$ cat src/rtl/ps2_key_decoder_pkg.sv
// ps2_dec_pkg: shared types and constants for the PS/2 key decoder.
//   rx_state_t    : receive FSM states
//   PS2_PFX_EXT   : extended-key prefix byte (E0)
//   PS2_PFX_REL   : key-release prefix byte (F0)
//   ps2_key_t     : 11-bit key event word {toggle, pressed, ext, code}
//   odd_parity_ok : true when data byte plus parity bit carry an odd number of ones
package ps2_dec_pkg;

  typedef enum logic [1:0] {
    IDLE   = 2'd0,
    DATA   = 2'd1,
    PARITY = 2'd2,
    STOP   = 2'd3
  } rx_state_t;

  localparam logic [7:0] PS2_PFX_EXT = 8'hE0;
  localparam logic [7:0] PS2_PFX_REL = 8'hF0;

  typedef struct packed {
    logic       toggle;
    logic       pressed;
    logic       ext;
    logic [7:0] code;
  } ps2_key_t;

  function automatic logic odd_parity_ok(input logic [7:0] data, input logic par);
    return ^{data, par};
  endfunction

endpackage

$ cat src/rtl/ps2_line_filter.sv
// ps2_line_filter: 2-flop synchronizer followed by a debounce filter for one
// asynchronous PS/2 line. The filtered level only changes after FILTER_LEN
// consecutive synchronized samples disagree with it.
// Ports:
//   clk_sys : system clock
//   reset   : synchronous active-high reset (line idles high)
//   line_i  : raw asynchronous pin
//   line_o  : synchronized, filtered level
module ps2_line_filter #(
  parameter int FILTER_LEN = 8
) (
  input  logic clk_sys,
  input  logic reset,
  input  logic line_i,
  output logic line_o
);

  localparam int CW = (FILTER_LEN < 2) ? 1 : $clog2(FILTER_LEN);
  localparam logic [CW-1:0] CNT_MAX = CW'(FILTER_LEN - 1);

  logic          sync1_q;
  logic          sync2_q;
  logic          filt_q;
  logic [CW-1:0] cnt_q;

  always_ff @(posedge clk_sys) begin
    if (reset) begin
      sync1_q <= 1'b1;
      sync2_q <= 1'b1;
      filt_q  <= 1'b1;
      cnt_q   <= '0;
    end else begin
      sync1_q <= line_i;
      sync2_q <= sync1_q;
      // Count disagreeing samples; any agreeing sample restarts the run.
      if (sync2_q == filt_q) begin
        cnt_q <= '0;
      end else if (cnt_q == CNT_MAX) begin
        filt_q <= sync2_q;
        cnt_q  <= '0;
      end else begin
        cnt_q <= cnt_q + CW'(1);
      end
    end
  end

  assign line_o = filt_q;

endmodule

$ cat src/rtl/ps2_key_decoder.sv
// ps2_key_decoder: receives PS/2 keyboard frames and rebuilds the 11-bit key
// event word {toggle, pressed, extended, code}. E0/F0 prefix bytes are held as
// flags and attached to the next non-prefix byte; any error drops them.
// Optional feature macro: PS2_DEC_ERRCNT_EN adds the err_count port.
// Ports:
//   clk_sys       : system clock (only clock)
//   reset         : synchronous active-high reset
//   ps2_clk       : raw PS/2 clock pin (async)
//   ps2_dat       : raw PS/2 data pin (async)
//   ps2_key       : key event word, bit 10 toggles on every new event
//   rx_byte       : last byte that passed all frame checks
//   rx_byte_valid : one-cycle pulse when rx_byte updates
//   rx_err        : one-cycle pulse on start/parity/stop/timeout error
//   err_count     : saturating error counter (PS2_DEC_ERRCNT_EN only)
//   dbg_state     : current receive FSM state
//
// Handshake: rx_byte_valid and rx_err are single-cycle strobes with no ready;
// rx_byte and ps2_key are stable from the strobe until the next event.
module ps2_key_decoder
  import ps2_dec_pkg::*;
#(
  parameter int FILTER_LEN     = 8,
  parameter int TIMEOUT_CYCLES = 50000
) (
  input  logic        clk_sys,
  input  logic        reset,
  input  logic        ps2_clk,
  input  logic        ps2_dat,
  output logic [10:0] ps2_key,
  output logic [7:0]  rx_byte,
  output logic        rx_byte_valid,
  output logic        rx_err,
`ifdef PS2_DEC_ERRCNT_EN
  output logic [7:0]  err_count,
`endif
  output logic [1:0]  dbg_state
);

  localparam int TMO_W = $clog2(TIMEOUT_CYCLES);
  localparam logic [TMO_W-1:0] TMO_MAX = TMO_W'(TIMEOUT_CYCLES - 1);

  logic clk_f;
  logic dat_f;

  ps2_line_filter #(.FILTER_LEN(FILTER_LEN)) u_clk_filt (
    .clk_sys(clk_sys), .reset(reset), .line_i(ps2_clk), .line_o(clk_f)
  );

  ps2_line_filter #(.FILTER_LEN(FILTER_LEN)) u_dat_filt (
    .clk_sys(clk_sys), .reset(reset), .line_i(ps2_dat), .line_o(dat_f)
  );

  rx_state_t        state_q, state_d;
  logic [2:0]       bit_cnt_q, bit_cnt_d;
  logic [7:0]       shift_q, shift_d;
  logic             par_q, par_d;
  logic [TMO_W-1:0] tmo_q, tmo_d;
  logic             clk_prev_q;
  ps2_key_t         key_q, key_d;
  logic             ext_q, ext_d;
  logic             rel_q, rel_d;
  logic [7:0]       rx_byte_q, rx_byte_d;
  logic             valid_q;
  logic             err_q;

  logic fall;
  logic accept;
  logic err;

  assign fall = clk_prev_q & ~clk_f;

  always_comb begin
    state_d   = state_q;
    bit_cnt_d = bit_cnt_q;
    shift_d   = shift_q;
    par_d     = par_q;
    accept    = 1'b0;
    err       = 1'b0;
    // A fall always clears the counter, even on the cycle it would expire.
    if (fall)                 tmo_d = '0;
    else if (tmo_q == TMO_MAX) tmo_d = tmo_q;
    else                      tmo_d = tmo_q + TMO_W'(1);

    if (fall) begin
      case (state_q)
        IDLE: begin
          if (!dat_f) begin
            state_d   = DATA;
            bit_cnt_d = 3'd0;
          end else begin
            err = 1'b1;
          end
        end
        DATA: begin
          shift_d   = {dat_f, shift_q[7:1]};
          bit_cnt_d = bit_cnt_q + 3'd1;
          if (bit_cnt_q == 3'd7) state_d = PARITY;
        end
        PARITY: begin
          par_d   = dat_f;
          state_d = STOP;
        end
        default: begin
          if (dat_f && odd_parity_ok(shift_q, par_q)) accept = 1'b1;
          else                                        err    = 1'b1;
          state_d = IDLE;
        end
      endcase
    end else if (state_q != IDLE && tmo_q == TMO_MAX) begin
      err     = 1'b1;
      state_d = IDLE;
    end
  end

  always_comb begin
    key_d     = key_q;
    ext_d     = ext_q;
    rel_d     = rel_q;
    rx_byte_d = rx_byte_q;
    if (accept) begin
      rx_byte_d = shift_q;
      if (shift_q == PS2_PFX_EXT) begin
        ext_d = 1'b1;
      end else if (shift_q == PS2_PFX_REL) begin
        rel_d = 1'b1;
      end else begin
        key_d = {~key_q.toggle, ~rel_q, ext_q, shift_q};
        ext_d = 1'b0;
        rel_d = 1'b0;
      end
    end
    if (err) begin
      ext_d = 1'b0;
      rel_d = 1'b0;
    end
  end

  always_ff @(posedge clk_sys) begin
    if (reset) begin
      state_q    <= IDLE;
      bit_cnt_q  <= 3'd0;
      shift_q    <= 8'd0;
      par_q      <= 1'b0;
      tmo_q      <= '0;
      clk_prev_q <= 1'b1;
      key_q      <= '0;
      ext_q      <= 1'b0;
      rel_q      <= 1'b0;
      rx_byte_q  <= 8'd0;
      valid_q    <= 1'b0;
      err_q      <= 1'b0;
    end else begin
      state_q    <= state_d;
      bit_cnt_q  <= bit_cnt_d;
      shift_q    <= shift_d;
      par_q      <= par_d;
      tmo_q      <= tmo_d;
      clk_prev_q <= clk_f;
      key_q      <= key_d;
      ext_q      <= ext_d;
      rel_q      <= rel_d;
      rx_byte_q  <= rx_byte_d;
      valid_q    <= accept;
      err_q      <= err;
    end
  end

`ifdef PS2_DEC_ERRCNT_EN
  logic [7:0] errcnt_q;

  always_ff @(posedge clk_sys) begin
    if (reset)                          errcnt_q <= 8'd0;
    else if (err && errcnt_q != 8'hFF) errcnt_q <= errcnt_q + 8'd1;
  end

  assign err_count = errcnt_q;
`endif

  assign ps2_key       = key_q;
  assign rx_byte       = rx_byte_q;
  assign rx_byte_valid = valid_q;
  assign rx_err        = err_q;
  assign dbg_state     = state_q;

endmodule

$ cat config.mk
export PLATFORM = sky130hd
export DESIGN_NAME = ps2_key_decoder
export DESIGN_NICKNAME = d
export VERILOG_FILES = /design/src/rtl/ps2_key_decoder_pkg.sv /design/src/rtl/ps2_line_filter.sv /design/src/rtl/ps2_key_decoder.sv
export SDC_FILE = /design/constraint.sdc
export NUM_CORES = 1
export LEC_CHECK = 0
export CORE_MARGIN = 4
export CORE_UTILIZATION = 36
export CTS_CLUSTER_SIZE = 30
export DETAILED_ROUTE_END_ITERATION = 16
export GPL_ROUTABILITY_DRIVEN = 0
export PLACE_DENSITY = 0.57
export SYNTH_ARGS = -nofsm -noshare
export SYNTH_HDL_FRONTEND = slang
export SYNTH_SLANG_ARGS = --single-unit
$ cat constraint.sdc
create_clock -name clk_sys -period 2.2 [get_ports clk_sys]
set_input_delay 0.44 -clock clk_sys [delete_from_list [all_inputs] [get_ports clk_sys]]
set_output_delay 0.44 -clock clk_sys [all_outputs]
set_load 0.05 [all_outputs]
-- After elaboration in Yosys (flattened, before gate mapping)
Cells that the tools add are included.
- add/subtract/negate cells: 4
- $mul: 0
- divide/modulo/power cells: 0
- order comparisons: 0
- equality and inequality tests: 14
- shift operators: 0
- mux-type cells: 18
- bitwise logic cells: 8
- reduce and logical (&&, ||, !) cells: 22
- operator list (operator ; count):
    16-bit by 1-bit adder with 16-bit output, second input constant ; 1
    16-bit equality test, second input constant ; 1
    8-bit equality test, second input constant ; 2
    2-bit AND reduction ; 6
    1-bit two-way mux ; 10
    3-bit by 1-bit adder with 3-bit output, second input constant ; 3
    3-bit equality test, second input constant ; 3
    3-bit AND reduction ; 3
    3-bit OR reduction ; 3
    9-bit XOR reduction ; 1
    2-bit two-way mux ; 4
    1-bit NOT ; 7
    3-bit inequality test, second input constant ; 2
    2-bit one-hot mux with 3 select lines ; 1
    3-bit one-hot mux with 2 select lines ; 1
    2-bit nonzero test ; 3
    2-bit OR reduction ; 3
    2-bit inequality test, second input constant ; 2
    3-bit two-way mux ; 1
    1-bit equality test ; 2
    2-bit by 1-bit equality test with 1-bit output, second input constant ; 1
    2-bit equality test, second input constant ; 1
    1-bit logical AND ; 2
    2-bit logical NOT ; 1
    other kinds (2) ; 2
- flip-flop bits (word level): 66
- bits in latches: 0
- bits in writable memories: 0
- ROM bits: 0
- input port bits: 4
- logic and storage cells: 89
- memories: 0

-- Depth between registers and ports, before layout
Gate-level depths: netlist of run 1.
- depth in word-level cells: 6
- gate-level depth with buffers: 8

-- By module
A second synthesis of run 1 with hierarchy kept.
- cell total of the unflattened synthesis: 302
- area total of the unflattened synthesis: 2795.2 µm²
- by module, submodules not included (module ; instances ; cells an instance ; area each (µm²)):
    ps2_key_decoder ; 1 ; 270 ; 2382.3
    ps2_line_filter ; 2 ; 16 ; 206.4

-- Worst setup path before layout of run 1
Ideal clock, no wire load.
- path kind: flip-flop to flip-flop
- start point: register state_q[1], in the netlist dbg_state[1]
- end point: register key_q, in the netlist ps2_key[7]
- library setup time: 0.068 ns
- data arrival time: 1.896 ns
- data required time: 2.132 ns
- setup slack: 0.236 ns
- cell stages (with the launch flop): 8
- buffers on the path: 1
- clock period less this slack: 1.964 ns
- cell sequence: dfxtp_1 -> ha_1 -> nand4b_1 -> nor2b_1 -> mux2i_1 -> buf_4 -> or3b_1 -> a21oi_2
- longest elaborated chain between the ends: 5
- elaborated cells between the ends (all ways): 7
- those cells by class: eq/ne: 2; mux: 2; reduce/logical: 3
- ends and longest elaborated chain (what ; RTL line ; source):
    start, declared ; ps2_key_decoder.sv:53 ; rx_state_t state_q, state_d;
    start signal, assigned ; ps2_key_decoder.sv:153 ; state_q <= state_d;
    2-bit equality test (tied with other cells) ; ps2_key_decoder.sv:85 ; case (state_q)
    3-bit OR reduction (no line) * ; -- ;
    1-bit two-way mux * ; ps2_key_decoder.sv:85 ;
    1-bit two-way mux * ; ps2_key_decoder.sv:84 ; if (fall) begin
    3-bit AND reduction (no line) * ; -- ;
    end signal, assigned ; ps2_key_decoder.sv:159 ; key_q <= key_d;
    end, declared ; ps2_key_decoder.sv:59 ; ps2_key_t key_q, key_d;
Every way passes the cells marked *; elsewhere a longest branch is shown, timed or not.
A chain may end at the register's enable or synchronous reset.

-- Worst setup path in the final report of run 1
- start point: register state_q[0], in the netlist dbg_state[0]
- end point: output port dbg_state[0]
- RTL lines (what ; RTL line ; source):
    end, declared ; ps2_key_decoder.sv:36 ; output logic [1:0] dbg_state
No word-level cell between the ends.

==> flow_summary.ini, run 1 <==
[timing]
fmax_ghz = 0.489
rsz0062_at_grt = no
setup_violations = 0
worst_pin_slew_ps = 575
hold_viol = 0
min_period_ps = 2050
final.setup.tns_ps = 0
setup_ws_ps = 154
skew_ps = 9.11
slew_viol_final = 0
max_slew_margin_pct = 61.3
timing.final.crit_share_pct = 93.0

[power_and_ir_drop]
peakVddDrop_v = 0.000239
power_density_nw_per_um2 = 694
leakagePower_nw = 1.34

[final_layout]
final_common_cell = dfxtp_1
ff_latch_area_um2 = 1320
layout-drive-gt1-share_pct = 11.9
area_growth_pct = 21.4
nNetsFinal = 354
fillers = 746
diodes = 0
mostFrequentLayoutCells = dfxtp_1 (66), nand2_1 (36), nor2_1 (35)
multi_input_area_um2 = 1390

[clock_tree]
insertion_delay_ps = 340
cts_setup_buffers = 0
clk_pin_slew_ps = 70
cts_buffer_depth = 2
cts_made_buffers = 9
tritoncts = built
cts.sinks = 66
hold_buffers = 0
root_buffer = clkbuf_8
htreeDepth = 3
ctsResizeCount = 0

[min_path]
holdCritStartpoint = u_dat_filt.sync1_q
holdCritPathClass = flop to flop

[logic_synthesis]
synth_area_um2 = 2850
postSynth.asyncResetShare_pct = 0
yosysSeqAreaShare_pct = 46.3
yosys_warnings = 0
synth_area_leaders = dfxtp_1 (46%), mux2i_1 (4.9%), ha_1 (4.8%)
syn_nets = 321
yosysUniqueCellTypes = 48
synth.avg_cell_area_um2 = 9.32
synthCells = 306
synth_top_area_share_pct = 46.3
ys_ff_latch = 66
synth_top_cell_by_area = dfxtp_1
synth_flop_cell = dfxtp_1
synth_edf_count = 0

[global_routing]
grt_max_degree = 19
grt_antenna_before_repair = 0
track_usage_pct = 12.2
grt_pass1_vias = 2009
grt_pass1_wl_um = 9450
overflow = 0

[critical_path]
worstSetupStartpoint = dbg_state[0]
crit_buf_inv = 1
critical-path-top-delay-family = buffers and inverters
critPathMaxFanout = 5
crit_arrival_ps = 1610
path_cells = clkdlybuf4s50_1
worstPathRequired_ps = 1760
crit_type = flop to primary output
critPathSlowestCell = clkdlybuf4s50_1
slowest_delay_ps = 840
start_kind = flop
r2r_start = shift_q[2]
critPathCaptureType = primary output

[die]
rows = 32
core_um2 = 7730
die_x_um = 97.0
start_util_pct = 36.9
die_y_um = 97.0
dieArea_um2 = 9410
pin_count = 27

[detailed_routing]
routed_wirelength_um = 5480
vias = 2148
post_drt_wl_per_cell_um = 12.3
drtIter0Drc = 50
drc = 0
vias_per_cell = 4.82
ant_nets = 0
dr.pass1.iters = 4

[job]
maxCapViolCount = 0

[place]
port-buffer-count = 26
dp_hpwl_um = 3880
post-place-ws_ps = 292

[outcome]
status = complete, no violations
## Yosys cell counts, types with 3 or more instances
cell / count
ha_1: 11
and2_1: 5
and3_1: 5
nor2_1: 35
clkbuf_1: 12
or2_2: 6
dfxtp_1: 66
nand2_1: 36
xnor2_1: 11
o21ai_1: 3
nand3_1: 9
o32ai_1: 4
or3_1: 3
nor4_1: 5
xor2_1: 9
inv_1: 11
nor2b_1: 3
a22oi_1: 4
a21oi_2: 3
mux2i_1: 14
nor3_1: 7
a21oi_1: 10
## layer usage
layer  vias up  global-route usage, %  share of wire, %
met1       991                   16.2                50
met4         0                   4.86              0.66
met2        40                   18.3                45
met3         4                   3.89               4.7
li1       1113                      -                 -
met5         -                      0                 0
## worst paths after layout
path                                            to  slack, ps  cells after the start
worst max-delay path                  dbg_state[0]        150                      1
worst min-delay path            u_dat_filt.sync2_q        410                      1
worst max register to register          ps2_key[8]        280                      6
worst min register to register  u_dat_filt.sync2_q        410                      1
## per-stage QoR
step | hold WS [ps] | instance area [um2] | utilization [%] | total power [mW] | cells
after floorplan | 389 | 2850 | - | 1.27 | 306
after global placement | 393 | 3240 | 41.9 | 1.29 | 430
after detailed placement | 401 | 3240 | 41.9 | 1.29 | 430
after CTS | 415 | 3460 | 44.8 | 2.44 | 446
after global routing | 417 | 3460 | 44.8 | 2.50 | 446
final | 413 | 3460 | 44.8 | 2.40 | 446
## power breakdown
group          internal [mW]  switching, mW  total (mW)
clock network          0.670          0.474        1.14
registers               1.20        0.00711        1.21
logic                 0.0202         0.0300      0.0503
total                   1.89          0.511        2.40
## logic make-up after synthesis
logic type | synth area share [%]
AO/OA/AOI/OAI | 10.9
XOR/XNOR | 7.76
adder cells (fa/ha/maj) | 4.82
buffers and inverters | 5.00
flip-flops | 46.3
multiplexers | 4.91
AND/OR/NAND/NOR | 20.3
## sequential cells by signal, indices dropped and copies added, names as in the netlist, 2 cells and up
name / flops
shift_q: 8
tmo_q: 16
ps2_key: 11
rx_byte: 8
dbg_state: 2
bit_cnt_q: 3
u_dat_filt.cnt_q: 3
u_clk_filt.cnt_q: 3
## final cells by class
class                   instances  share of cell area (%)
clock inverters                 6                    2.60
well taps                     102                    3.68
flip-flops and latches         66                    38.1
repair buffers                 38                    10.1
multi-input cells             212                    40.2
inverters                      12                    1.30
clock buffers                  10                    3.97
No activity file was read; power rests on OpenSTA's default activity.
==> run 2: changes to the inputs <==
--- a/config.mk
+++ b/config.mk
@@ -5,7 +5,7 @@
 export SDC_FILE = /design/constraint.sdc
 export NUM_CORES = 1
 export LEC_CHECK = 0
-export CORE_MARGIN = 4
+export CORE_MARGIN = 1
 export CORE_UTILIZATION = 36
 export CTS_CLUSTER_SIZE = 30
 export DETAILED_ROUTE_END_ITERATION = 16
==> run 2 against run 1 <==
Die area shrank 12%. Combinational power shrank 4.6%. Maximum frequency grew 0.28%. Critical endpoint is now ps2_key[6]. Final cell count shrank 1.1%. First-iteration DRC count grew 26%. Clock power grew 12%. Register-to-register slack lost 120 ps. Global-route usage grew 2.4 points. Sequential share of layout area shrank 0.096 points.
==> flow_summary.ini, run 2 (synthesized netlist as in run 1, its figures left out) <==
[outcome]
status = complete, no violations

[critical_path]
crit_type = flop to flop
r2r_start = shift_q[2]
crit_arrival_ps = 2340
critPathMaxFanout = 8
worstPathRequired_ps = 2500
start_kind = flop
critPathCaptureType = flop
r2r_setup_slack_ps = 160
reg2regPathDepth = 5
r2r-end = ps2_key[6]

[timing]
hold_ws_ps = 413
min_period_ps = 2040
setup_violations = 0
max_slew_margin_pct = 57.8
worst_pin_slew_ps = 628
hold_viol = 0
rsz0062_at_grt = no
slew_viol_final = 0
fmax_ghz = 0.490
final.setup.tns_ps = 0
timing.final.crit_share_pct = 92.7
skew_ps = 7.08

[final_layout]
layout-drive-gt1-share_pct = 10.6
final_common_cell = dfxtp_1
diodes = 0
nNetsFinal = 349
largest_reg_flops = 16
fillers = 765
multi_input_area_um2 = 1390
top_register = tmo_q
mostFrequentLayoutCells = dfxtp_1 (66), nand2_1 (36), nor2_1 (35)
design_area_um2 = 3470
instances_no_fill = 441
area_growth_pct = 21.8
ff_latch_area_um2 = 1320

[min_path]
holdCritPathClass = flop to flop
holdCritStartpoint = u_dat_filt.sync1_q
worstHoldEndpoint = u_dat_filt.sync2_q
holdPathStages = 1

[global_routing]
grt_busiest_layer = met2
overflow = 0
track_usage_pct = 14.6
grt_use_met2_pct = 22.3
grt_antenna_before_repair = 0
met3_usage_pct = 3.94
grt_pass1_vias = 2016
grt_max_degree = 29
use_met1_pct = 18.9
grt_pass1_wl_um = 9600

[clock_tree]
htreeDepth = 3
ctsResizeCount = 0
clk_pin_slew_ps = 80
tritoncts = built
cts.sinks = 66
cts_buffer_depth = 2
insertion_delay_ps = 350
cts_made_buffers = 9
cts_setup_buffers = 0
root_buffer = clkbuf_8
hold_buffers = 0

[power_and_ir_drop]
leakagePower_nw = 1.34
clockPowerShare_pct = 50.4
p_sw_mw = 0.549
p_int_mw = 1.99
combPwrFrac_pct = 1.9
power_density_nw_per_um2 = 730
peakVddDrop_v = 0.000361
swShare_pct = 21.7
seq_power_share_pct = 47.7

[die]
pin_count = 27
dieArea_um2 = 8280
die_y_um = 91.0
core_um2 = 7690
die_x_um = 91.0
rows = 32
start_util_pct = 37.1

[detailed_routing]
vias_per_cell = 4.81
drtIter0Drc = 63
post_drt_wl_per_cell_um = 12.5
routed_wirelength_um = 5530
drc = 0
vias = 2120
ant_nets = 0
dr.pass1.iters = 4

[job]
maxCapViolCount = 0

[place]
dp_hpwl_um = 3850
port-buffer-count = 26
placed_area_um2 = 3220
dpl.cell_count = 425
[run 2: worst max path at each step]
stage	startpoint	to	slack [ps]	cells after the start
global route	shift_q[2]	ps2_key[6]	8	5
finish	shift_q[2]	ps2_key[6]	160	5
CTS	dbg_state[0]	dbg_state[0]	140	1
detailed placement	shift_q[2]	ps2_key[5]	160	5
global placement	shift_q[2]	ps2_key[6]	180	5
floorplan	dbg_state[1]	ps2_key[7]	240	7
[run 2: cell type report]
| cell class | instances | area share, % |
|---|---|---|
| Timing Repair Buffer | 33 | 9.73 |
| Clock buffer | 9 | 3.57 |
| Clock inverter | 7 | 3.60 |
| Tap cell | 102 | 3.67 |
| Sequential cell | 66 | 38.0 |
| Inverter | 12 | 1.30 |
| Multi-Input combinational cell | 212 | 40.1 |
[run 2: power by group through the flow]
stage	registers (mW)	clock network, mW	logic (mW)
6_report	1.21	1.28	0.0480
5_1_grt	1.21	1.36	0.0546
4_1_cts	1.21	1.31	0.0498
3_5_place_dp	1.24	0	0.0496
3_3_place_gp	1.24	0	0.0483
2_1_floorplan	1.24	0	0.0318
[run 2: metrics by stage]
stage / setup WS, ps / total power, mW / util (%)
2_1_floorplan: 236 / 1.27 / -
3_3_place_gp: 184 / 1.29 / 41.9
3_5_place_dp: 164 / 1.29 / 41.9
4_1_cts: 136 / 2.57 / 45.2
5_1_grt: 8.12 / 2.63 / 45.2
6_report: 160 / 2.54 / 45.2
[run 2: metal layers]
layer	vias up	wire [um]
li1	1101	-
met3	7	214
met1	973	2740
met5	-	0
met2	39	2490
met4	0	97
[run 2: worst max-delay path, stage by stage (launching register included)]
cell and delay (ps):
dfxtp_1 430, xor2_1 170, xnor3_1 430, mux2i_2 200
nor2_1 470, o221a_2 290
==> run 3: changes to the inputs <==
--- a/config.mk
+++ b/config.mk
@@ -5,12 +5,13 @@
 export SDC_FILE = /design/constraint.sdc
 export NUM_CORES = 1
 export LEC_CHECK = 0
+export CAP_MARGIN = 20
 export CORE_MARGIN = 1
-export CORE_UTILIZATION = 36
+export CORE_UTILIZATION = 34
 export CTS_CLUSTER_SIZE = 30
 export DETAILED_ROUTE_END_ITERATION = 16
 export GPL_ROUTABILITY_DRIVEN = 0
-export PLACE_DENSITY = 0.57
+export PLACE_DENSITY = 0.55
 export SYNTH_ARGS = -nofsm -noshare
 export SYNTH_HDL_FRONTEND = slang
 export SYNTH_SLANG_ARGS = --single-unit
==> run 3 against run 2 <==
Sequential power is essentially flat. Combinational power shrank 4.2%. Final cell count grew 1.6%. Die area grew 5.7%. Power shrank 9.7%. Flip-flop and latch count is the same. Critical path type is now flop to primary output.
==> flow_summary.ini, run 3 (synthesized netlist as in run 1, its figures left out) <==
[critical_path]
reg2regPathDepth = 6
worstPathRequired_ps = 1760
r2r_start = shift_q[2]
critPathMaxFanout = 5
start_kind = flop
critPathSlowestCell = clkdlybuf4s50_1
path_cells = clkdlybuf4s50_1
slowest_delay_ps = 840
critPathCaptureType = primary output
critical-path-top-delay-family = buffers and inverters
crit_buf_inv = 1
crit_arrival_ps = 1600
crit_type = flop to primary output
r2r_setup_slack_ps = 200
r2r-end = ps2_key[4]

[global_routing]
grt_busiest_layer = met2
grt_use_met2_pct = 21.3
track_usage_pct = 13.9
grt_pass1_vias = 2013
overflow = 0
met3_usage_pct = 3.90
grt_pass1_wl_um = 9370
grt_max_degree = 31
grt_antenna_before_repair = 0
use_met1_pct = 17.6

[clock_tree]
htreeDepth = 3
ctsResizeCount = 0
hold_buffers = 0
cts_buffer_depth = 2
cts.sinks = 66
root_buffer = clkbuf_8
cts_made_buffers = 9
tritoncts = built
insertion_delay_ps = 350
clk_pin_slew_ps = 70
cts_setup_buffers = 0

[final_layout]
instances_no_fill = 448
fin_util_pct = 42.2
mostFrequentLayoutCells = dfxtp_1 (66), nand2_1 (36), nor2_1 (35)
area_growth_pct = 20.9
diodes = 0
final_common_cell = dfxtp_1
fillers = 827
nNetsFinal = 353
layout-drive-gt1-share_pct = 11.7
design_area_um2 = 3450
largest_reg_flops = 16
top_register = tmo_q

[timing]
fmax_ghz = 0.490
worst_pin_slew_ps = 585
timing.final.crit_share_pct = 92.8
setup_ws_ps = 158
setup_violations = 0
hold_viol = 0
rsz0062_at_grt = no
skew_ps = 8.97
hold_ws_ps = 412
slew_viol_final = 0
final.setup.tns_ps = 0
max_slew_margin_pct = 60.9
min_period_ps = 2040

[power_and_ir_drop]
swShare_pct = 22.6
p_total_mw = 2.29
p_int_mw = 1.77
power_density_nw_per_um2 = 664
peakVddDrop_v = 0.000327
leakagePower_nw = 1.33
seq_power_share_pct = 52.9
combPwrFrac_pct = 2.0
clockPowerShare_pct = 45.1
p_sw_mw = 0.517

[min_path]
holdCritStartpoint = u_dat_filt.sync1_q
worstHoldEndpoint = u_dat_filt.sync2_q
holdCritPathClass = flop to flop
holdPathStages = 1

[detailed_routing]
post_drt_wl_per_cell_um = 12.4
dr.pass1.iters = 4
vias_per_cell = 4.75
ant_nets = 0
drc = 0
vias = 2129
drtIter0Drc = 69
routed_wirelength_um = 5540

[die]
pin_count = 27
start_util_pct = 34.9
rows = 33
core_um2 = 8180
die_y_um = 93.6
dieArea_um2 = 8760
die_x_um = 93.6

[outcome]
status = complete, no violations

[place]
placed_area_um2 = 3250
dp_hpwl_um = 3770
post-place-ws_ps = 218
port-buffer-count = 26
dpl.cell_count = 432

[job]
maxCapViolCount = 0
-- run 3: layout make-up --
class | instances | area (um2) | share of cell area, %
flip-flops and latches | 66 | 1320 | 38.3
well taps | 105 | 131 | 3.81
inverters | 12 | 45.0 | 1.31
multi-input cells | 212 | 1390 | 40.4
clock buffers | 10 | 138 | 3.99
repair buffers | 37 | 355 | 10.3
clock inverters | 6 | 66.3 | 1.92
-- run 3: power groups by stage --
stage               Combinational (mW)  Sequential [mW]  Clock (mW)
global placement                0.0467             1.24           0
CTS                             0.0473             1.21        1.07
global route                    0.0528             1.21        1.12
floorplan                       0.0318             1.24           0
finish                          0.0460             1.21        1.03
detailed placement              0.0472             1.24           0
-- run 3: how the worst max path moves through the flow --
stage,slack [ps],to,depth (start not counted),from
final,160,dbg_state[0],1,dbg_state[0]
after global routing,70,ps2_key[4],6,shift_q[2]
after CTS,140,dbg_state[0],1,dbg_state[0]
after detailed placement,220,ps2_key[6],6,shift_q[2]
after global placement,270,ps2_key[6],6,shift_q[2]
after floorplan,240,ps2_key[7],7,dbg_state[1]
-- run 3: layer usage --
metal	part of all wire (%)	routed length, um	vias to the layer above
met4	1.8	100	0
met3	3.3	180	9
met5	0	0	-
li1	-	-	1108
met1	50	2790	975
met2	45	2470	37
